===== src/rtl/ssm2603_i2c_arbiter_pkg.sv =====
// Shared definitions for the SSM2603 I2C write arbiter: FSM encoding, codec register map
// and the default transaction timeout.
package ssm2603_i2c_arbiter_pkg;

  typedef enum logic [1:0] {
    StIdle  = 2'd0,
    StIssue = 2'd1,
    StWait  = 2'd2,
    StResp  = 2'd3
  } arb_state_e;

  typedef enum logic {
    StatOk  = 1'b0,
    StatErr = 1'b1
  } arb_status_e;

  localparam logic [15:0] DefTimeoutCyc = 16'd4096;

  // SSM2603 register addresses (7-bit word addresses)
  localparam logic [6:0] RegLeftAdcVol  = 7'h00;
  localparam logic [6:0] RegRightAdcVol = 7'h01;
  localparam logic [6:0] RegLeftDacVol  = 7'h02;
  localparam logic [6:0] RegRightDacVol = 7'h03;
  localparam logic [6:0] RegAnalogPath  = 7'h04;
  localparam logic [6:0] RegDigitalPath = 7'h05;
  localparam logic [6:0] RegPowerMgmt   = 7'h06;
  localparam logic [6:0] RegDigitalIf   = 7'h07;
  localparam logic [6:0] RegSampleRate  = 7'h08;
  localparam logic [6:0] RegActive      = 7'h09;
  localparam logic [6:0] RegR10         = 7'h0A;
  localparam logic [6:0] RegR11         = 7'h0B;
  localparam logic [6:0] RegR12         = 7'h0C;
  localparam logic [6:0] RegR13         = 7'h0D;
  localparam logic [6:0] RegR14         = 7'h0E;
  localparam logic [6:0] RegSwReset     = 7'h0F;

  // SSM2603 frames carry data bit 8 in the LSB of the word-address byte
  function automatic logic [7:0] pack_word_addr(input logic [6:0] addr, input logic [8:0] data);
    return {addr, data[8]};
  endfunction

endpackage


===== src/rtl/ssm2603_i2c_arbiter.sv =====
// Round-robin arbiter between the init sequencer and runtime control for a single i2c_dri,
// with one transaction in flight and a completion timeout.
module ssm2603_i2c_arbiter
  import ssm2603_i2c_arbiter_pkg::*;
#(
  parameter logic [15:0] TIMEOUT_CYC = DefTimeoutCyc
) (
  input  logic       i_clk,
  input  logic       i_rst_n,
  input  logic       i_req0_valid,
  input  logic [6:0] i_req0_addr,
  input  logic [8:0] i_req0_data,
  output logic       o_req0_done,
  output logic       o_req0_err,
  input  logic       i_req1_valid,
  input  logic [6:0] i_req1_addr,
  input  logic [8:0] i_req1_data,
  output logic       o_req1_done,
  output logic       o_req1_err,
  output logic       o_i2c_exec,
  output logic [7:0] o_i2c_addr,
  output logic [7:0] o_i2c_data_w,
  input  logic       i_i2c_done,
  output logic       o_busy,
  output logic       o_owner
);

  arb_state_e  r_state, w_state_d;
  arb_status_e r_status, w_status_d;
  logic [15:0] r_cnt, w_cnt_d;
  logic        r_last, w_last_d;
  logic        r_owner, w_owner_d;
  logic [7:0]  r_addr, w_addr_d;
  logic [7:0]  r_data, w_data_d;

  logic w_any;
  logic w_grant;

  assign w_any   = i_req0_valid | i_req1_valid;
  // On a tie the requester not served last wins; otherwise the lone requester wins
  assign w_grant = (i_req0_valid & i_req1_valid) ? ~r_last : i_req1_valid;

  always_ff @(posedge i_clk or negedge i_rst_n) begin
    if (!i_rst_n) begin
      r_state  <= StIdle;
      r_status <= StatOk;
      r_cnt    <= '0;
      r_last   <= 1'b1;
      r_owner  <= 1'b0;
      r_addr   <= '0;
      r_data   <= '0;
    end else begin
      r_state  <= w_state_d;
      r_status <= w_status_d;
      r_cnt    <= w_cnt_d;
      r_last   <= w_last_d;
      r_owner  <= w_owner_d;
      r_addr   <= w_addr_d;
      r_data   <= w_data_d;
    end
  end

  always_comb begin
    w_state_d  = r_state;
    w_status_d = r_status;
    w_cnt_d    = r_cnt;
    w_last_d   = r_last;
    w_owner_d  = r_owner;
    w_addr_d   = r_addr;
    w_data_d   = r_data;
    unique case (r_state)
      StIdle: begin
        if (w_any) begin
          w_owner_d = w_grant;
          if (w_grant) begin
            w_addr_d = pack_word_addr(i_req1_addr, i_req1_data);
            w_data_d = i_req1_data[7:0];
          end else begin
            w_addr_d = pack_word_addr(i_req0_addr, i_req0_data);
            w_data_d = i_req0_data[7:0];
          end
          w_state_d = StIssue;
        end
      end
      StIssue: begin
        w_cnt_d   = '0;
        w_state_d = StWait;
      end
      StWait: begin
        // A completion arriving on the last allowed cycle still counts as success
        if (i_i2c_done) begin
          w_status_d = StatOk;
          w_state_d  = StResp;
        end else if (r_cnt == TIMEOUT_CYC - 16'd1) begin
          w_status_d = StatErr;
          w_state_d  = StResp;
        end else begin
          w_cnt_d = r_cnt + 16'd1;
        end
      end
      StResp: begin
        w_last_d  = r_owner;
        w_state_d = StIdle;
      end
      default: w_state_d = StIdle;
    endcase
  end

  always_comb begin
    o_i2c_exec   = (r_state == StIssue);
    o_busy       = (r_state != StIdle);
    o_owner      = r_owner;
    o_i2c_addr   = r_addr;
    o_i2c_data_w = r_data;
    o_req0_done  = (r_state == StResp) && (r_status == StatOk)  && !r_owner;
    o_req0_err   = (r_state == StResp) && (r_status == StatErr) && !r_owner;
    o_req1_done  = (r_state == StResp) && (r_status == StatOk)  && r_owner;
    o_req1_err   = (r_state == StResp) && (r_status == StatErr) && r_owner;
  end

endmodule


===== config.mk =====
export PLATFORM = sky130hd
export DESIGN_NAME = ssm2603_i2c_arbiter
export DESIGN_NICKNAME = d
export VERILOG_FILES = /design/src/rtl/ssm2603_i2c_arbiter_pkg.sv /design/src/rtl/ssm2603_i2c_arbiter.sv
export SDC_FILE = /design/constraint.sdc
export NUM_CORES = 1
export LEC_CHECK = 0
export CAP_MARGIN = 10
export CORE_MARGIN = 2
export CORE_UTILIZATION = 40
export DETAILED_ROUTE_END_ITERATION = 12
export PLACE_DENSITY = 0.69
export SLEW_MARGIN = 20
export SYNTH_ARGS = -nofsm -noshare
export SYNTH_HDL_FRONTEND = slang
export SYNTH_SLANG_ARGS = --single-unit

===== constraint.sdc =====
create_clock -name i_clk -period 2 [get_ports i_clk]
set_input_delay 0.5 -clock i_clk [delete_from_list [all_inputs] [get_ports i_clk]]
set_output_delay 0.5 -clock i_clk [all_outputs]
set_load 0.005 [all_outputs]

==> impl_metrics.yaml <==
status:
  run_status: "complete, no violations"
timing:
  finalSetupViolations: 0
  max_clock_freq_ghz: 0.519
  clock_skew_ns: 0.00137
  holdWs_ns: 0.255
  slew_headroom: 0.682
  period_share: 0.963
  hold_viol: 0
  drv_slew: 0
  tightest_slew_ns: 0.478
  grt_setup_unrepaired: "no"
  tns_ns: 0
  fin_crit_ns: 1.93
critical_path:
  worstSetupEndpointType: "primary output"
  required_ns: 1.50
  ff2ff_setup_slack_ns: 0.17
  cp_data_arrival_time_ns: 1.43
  cp_max_fo: 4
  crit_path_start_kind: "register"
  reg2reg_depth: 5
  worstSetupPathType: "reg -> out"
  r2r_start: "r_cnt[0]$_DFFE_PN0P_"
  r2r-end: "r_cnt[5]$_DFFE_PN0P_"
clocking:
  cts_tree: "built"
  cts-root-buf: "clkbuf_8"
  path_clk_slew_ns: 0.07
  clock_path_buffers: 2
  clk_latency_ns: 0.29
  cts_sinks: 37
  hold_buffers: 0
  cts_max_level: 2
  cts_buffers: 5
synthesis:
  synthCells: 220
  async_flop_share: 1.00
  ys_seq_area_frac: 0.436
  synthFlopType: "dfrtp_1"
  synth_area_per_cell_sq_um: 9.67
  synth_cell_types: 44
  ys_warn_count: 0
  netlist_area_sq_um: 2130
  synth_edf_count: 0
  synth_seq_cells: 37
  syn_nets: 263
global_route:
  grt_overflow_total: 0
  grt_pass1_wl_um: 9230
  antenna_found_initial: 0
  grt_pass1_vias: 1840
  grt_usage: 0.191
  grt_start_max_net_pins: 38
job:
  cap_violations: 0
layout:
  multi_input_area_sq_um: 1110
  layout.cells.non_filler: 359
  n_fill_cell: 459
  final_common_cell: "clkdlybuf4s50_1"
  utilization: 0.583
  area_growth_pct: 40.0
  final_cell_mix: "53 x clkdlybuf4s50_1, 36 x dfrtp_1, 34 x nand2_1, 19 x mux2i_1, 17 x o21ai_0"
  layout-drive-gt1-share: 0.138
  num_antenna_cells: 0
  final_nets: 331
  regArea_sq_um: 927
placed_design:
  io_buffers: 59
  place.gp.congestion: 0.844
  place_hpwl_um: 3900
  dp_cells: 348
power:
  cellInternalPower_mw: 2.04
  switchingPower_mw: 1.13
  total_power_mw: 3.18
  comb_power_share: 0.475
  cellLeakagePower_nw: 1.38
  power_frac_seq: 0.344
  powerDensity_nw_per_um2: 1070
  p_clk_frac: 0.181
  irDropWorstVdd_uv: 535
  power.share.switching: 0.357
drt:
  via_per_inst: 5.35
  antenna_left: 0
  wl_per_cell_um: 15.0
  drt_pass1_iterations: 4
  drtIter0Drc: 59
  vias: 1922
  drc_errors: 0
  wl_um: 5370
die:
  fp.coreArea_sq_um: 5110
  dieArea_sq_um: 5920
  fp.dieW_um: 76.9
  num_rows: 26
  ioPinCount: 60
  start_util: 0.416
  die_y_um: 76.9
worst_hold_path:
  hp-class: "in -> async"
## flip-flops by register name, summed over array words and instances, names as in the netlist
name          cells
r_status          1
r_state           2
r_cnt            16
o_owner           1
r_last            1
o_i2c_data_w      8
o_i2c_addr        8
## metal layers
metal / GRT usage / wire length (um)
met1: 0.270 / 2590
met2: 0.293 / 2360
met3: 0.0506 / 362
met4: 0.0455 / 64
met5: 0 / 0
## cell type report
type	instances	share of cell area
inverter	7	0.00882
multi-input combinational	162	0.374
timing repair buffer	75	0.243
clock buffer	7	0.0324
sequential	37	0.311
tap	70	0.0294
clock inverter	1	0.00168
## cells in the mapped netlist, types with 3 or more instances
master / count / area (sq um)
and3_1: 7 / 43.8
buf_2: 5 / 25.0
dfrtp_1: 36 / 901
inv_1: 6 / 22.5
o211ai_1: 4 / 30.0
mux2i_1: 19 / 190
or4_1: 3 / 22.5
nand2_1: 34 / 128
ha_1: 6 / 75.1
a211o_1: 3 / 26.3
o21ai_0: 17 / 85.1
a21oi_1: 6 / 30.0
clkbuf_1: 7 / 26.3
nor4_1: 3 / 18.8
nor2_1: 6 / 22.5
o311ai_1: 5 / 43.8
nand4_1: 6 / 37.5
nand3_1: 10 / 50.1
## timing repair
action	4_1_cts	5_1_grt
endpoints found under the setup margin	5	5
pin swaps	1	1
setup buffers	0	3
gates resized for setup	3	7
## critical path: stages (launching register included)
cell,delay [ns]
dfrtp_1,0.41
inv_2,0.10
ha_1,0.14
clkdlybuf4s50_1,0.49
## worst max-delay path by stage
stage	to	start	depth (start not counted)	slack, ns
5_1_grt	o_i2c_exec	r_state[1]$_DFFE_PN0P_	3	0.02
3_3_place_gp	r_cnt[15]$_DFFE_PN0P_	i_i2c_done	5	-0.09
4_1_cts	o_req0_err	r_state[0]$_DFFE_PN0P_	3	-0.12
3_5_place_dp	r_cnt[15]$_DFFE_PN0P_	i_i2c_done	5	-0.12
6_report	o_i2c_exec	r_state[1]$_DFFE_PN0P_	3	0.07
2_1_floorplan	r_cnt[5]$_DFFE_PN0P_	r_cnt[0]$_DFFE_PN0P_	5	0.25
## per-stage QoR
stage / instance area (sq um) / setup slack, ns
6_report: 2980 / 0.0745
3_3_place_gp: 2840 / -0.0886
3_5_place_dp: 2840 / -0.119
4_1_cts: 2950 / -0.122
2_1_floorplan: 2130 / 0.248
5_1_grt: 2980 / 0.0196
## kinds of logic after synthesis
family,after synthesis,synth area share
AOI/OAI and AO/OA,53,0.178
adders and majority gates,6,0.0353
buffers and inverters,21,0.0471
DFF,37,0.436
muxes,19,0.0894
and+or+nand+nor,84,0.215
## power by group through the flow
stage	Sequential [mW]	Combinational (mW)	Clock, mW
final	1.09	1.51	0.574
after global routing	1.13	1.69	0.622
after CTS	1.10	1.50	0.592
after detailed placement	1.11	1.49	0
after global placement	1.10	1.45	0
after floorplan	1.11	0.679	0
Note: power is estimated with default switching activity, not from simulation.
==> RTL change: new RTL, config.mk and constraints unchanged <==
Reset style: synchronous (`i_rst_n`), changed in one clocked block.
--- a/src/rtl/ssm2603_i2c_arbiter.sv
+++ b/src/rtl/ssm2603_i2c_arbiter.sv
@@ -41,5 +41,5 @@
   assign w_grant = (i_req0_valid & i_req1_valid) ? ~r_last : i_req1_valid;
 
-  always_ff @(posedge i_clk or negedge i_rst_n) begin
+  always_ff @(posedge i_clk) begin
     if (!i_rst_n) begin
       r_state  <= StIdle;
Check against the original RTL: differs if i_rst_n is asserted again (counterexample within 4 cycles, from zero or initial values and one cycle with i_rst_n low); with i_rst_n held inactive, the same outputs for 10 cycles.
==> RTL change against the original RTL <==
Synthesized cell count rose by 5.9%; largest power group unchanged; highest routed layer unchanged; combinational power shrank 9.9%; setup slack got worse by 0.0011 ns; area after synthesis is 3.4% lower; critical path type is now flip-flop to flip-flop; total power fell by 9.8%; cell area grew 4.7%; fmax barely moved; wire length increased by 5.8%; utilization is 3.5 points higher; sequential cell count unchanged.
==> RTL change: results (changes against the original RTL) <==
[status]
status = finished, final reports clean

[clocking]
clockBufferDepth = 2  ; unchanged
cts_buffers = 5  ; unchanged
cts_root_buf = clkbuf_8
clk_latency_ns = 0.30
path_clk_slew_ns = 0.08
htree_levels = 2  ; unchanged

[yosys]
yosys.area_share.xor_xnor = 0  ; unchanged
async_reset_ff_frac = 0  ; -1.000
synth_warnings = 0  ; unchanged
yosys-top-cells-area = dfxtp_1, mux2i_1, a211oi_1
muxShareOfSynthArea = 0.08764  ; -0.001767
synth_compound_area_frac = 0.2252  ; +0.04755
synth_cell_type_count = 45  ; +2.3%
ys_top_cells_by_count = dfxtp_1, nor2_1, a211oi_1, mux2i_1
synth_adder_area_share = 0.03652  ; +0.001224
syn_nets = 276  ; +4.9%
ys_seq_area_frac = 0.3603  ; -0.07557

[global_routing]
grtUsageMet1 = 0.2853  ; +0.01533
grt_pass1_wl_mm = 9.515  ; +3.1%
grt_use_total = 0.2178  ; +0.02657
grt_util_met2 = 0.3430  ; +0.05001
grt_busiest_layer = met2
grt_pass1_vias = 2025  ; +10%
grt_max_degree = 33  ; -13%
grtUsageMet3 = 0.06349  ; +0.01290
grt_antenna_before_repair = 0  ; unchanged

[pwr]
peakVddDrop_mv = 0.6427  ; +20%
p_leak_nw = 1.235  ; -11%

[route]
num_vias = 2108  ; +9.7%
dr.pass1.iters = 4  ; unchanged
post_drt_wl_per_cell_microns = 14.53  ; -2.9%
drt_iter0_drc = 82  ; +39%

[setup_path]
crit_path_max_fanout = 9  ; +5
rr_worst_depth = 6  ; +1

[sta]
skew_ns = 0.004839  ; +0.003466 ns
worst_pin_slew_ns = 0.4188  ; -0.05874 ns
maxSlewViolCount = 0  ; unchanged

[final_layout]
top_register = r_cnt
layout-drive-gt1-share = 0.1807  ; +0.04228
n_antenna_cell = 0  ; unchanged
largest_reg_flops = 16  ; unchanged
fin_nets = 363  ; +9.7%

[placed_design]
dp_hpwl_mm = 4.176  ; +7.1%
io_buffers = 59  ; unchanged
place_congestion = 0.8470  ; +0.31%
dp_slack_ns = -0.1779  ; -0.05882 ns

[min_path]
hold_path_depth = 2
hold_class = flip-flop to flip-flop

==> RTL change: routing by layer <==
metal	part of all wire	vias up
li1	-	1072
met1	0.45	964
met2	0.47	62
met3	0.063	10
met4	0.016	0
met5	0	-
==> RTL change: timing repair <==
| item | in CTS | in global routing |
|---|---|---|
| resized for setup | 9 | 7 |
| pin swaps | 1 | 1 |
| hold buffers | 0 | 0 |
| gates cloned | 0 | 0 |
| endpoints found under the setup margin | 8 | 9 |
| setup buffers | 0 | 1 |
==> RTL change: final timing paths <==
check | start | slack, ns | to
setup / recovery | r_cnt[15]$_SDFFE_PN0P_ | 0.07 | r_cnt[0]$_SDFFE_PN0P_
hold reg to reg | o_i2c_data_w[2]$_SDFFE_PN0P_ | 0.50 | o_i2c_data_w[2]$_SDFFE_PN0P_
hold / removal | o_i2c_data_w[2]$_SDFFE_PN0P_ | 0.50 | o_i2c_data_w[2]$_SDFFE_PN0P_
setup reg to reg | r_cnt[15]$_SDFFE_PN0P_ | 0.07 | r_cnt[0]$_SDFFE_PN0P_
==> RTL change: cell type report <==
cell class	instances	area (sq um)
multi-input combinational	171	1262
inverter	8	30.03
timing repair buffer	97	904.6
clock buffer	5	68.82
tap	70	87.58
clock inverter	3	17.52
fill	447	1926
sequential	37	745.7
==> RTL change: stage by stage <==
step	cells	instance area, sq um	hold slack, ns
3_5_place_dp	382	2968	0.4899
5_1_grt	391	3117	0.5241
2_1_floorplan	233	2056	0.4433
4_1_cts	390	3074	0.5014
3_3_place_gp	382	2968	0.4841
6_report	391	3117	0.4957
==> RTL change: cells by family (layout without fill, tap and decap cells) <==
| group | count (synthesis) | in the layout |
|---|---|---|
| AND/OR/NAND/NOR | 89 | 89 |
| AO/OA/AOI/OAI | 58 | 58 |
| flip-flops | 37 | 37 |
| buffers and inverters | 25 | 113 |
| multiplexers | 18 | 18 |
| adder cells (fa/ha/maj) | 6 | 6 |
==> RTL change: critical path, stage by stage (launching register included) <==
cell,delay (ns)
dfxtp_1,0.31
or4_1,0.61
o41ai_4,0.34
buf_4,0.21
buf_4,0.13
nand3_1,0.08
a31oi_1,0.18
==> RTL change: where the power goes <==
group	switching [W]	internal, W
Combinational	0.000659	0.000698
Clock	0.000288	0.000241
Sequential	0.0000907	0.000888
Total	0.00104	0.00183
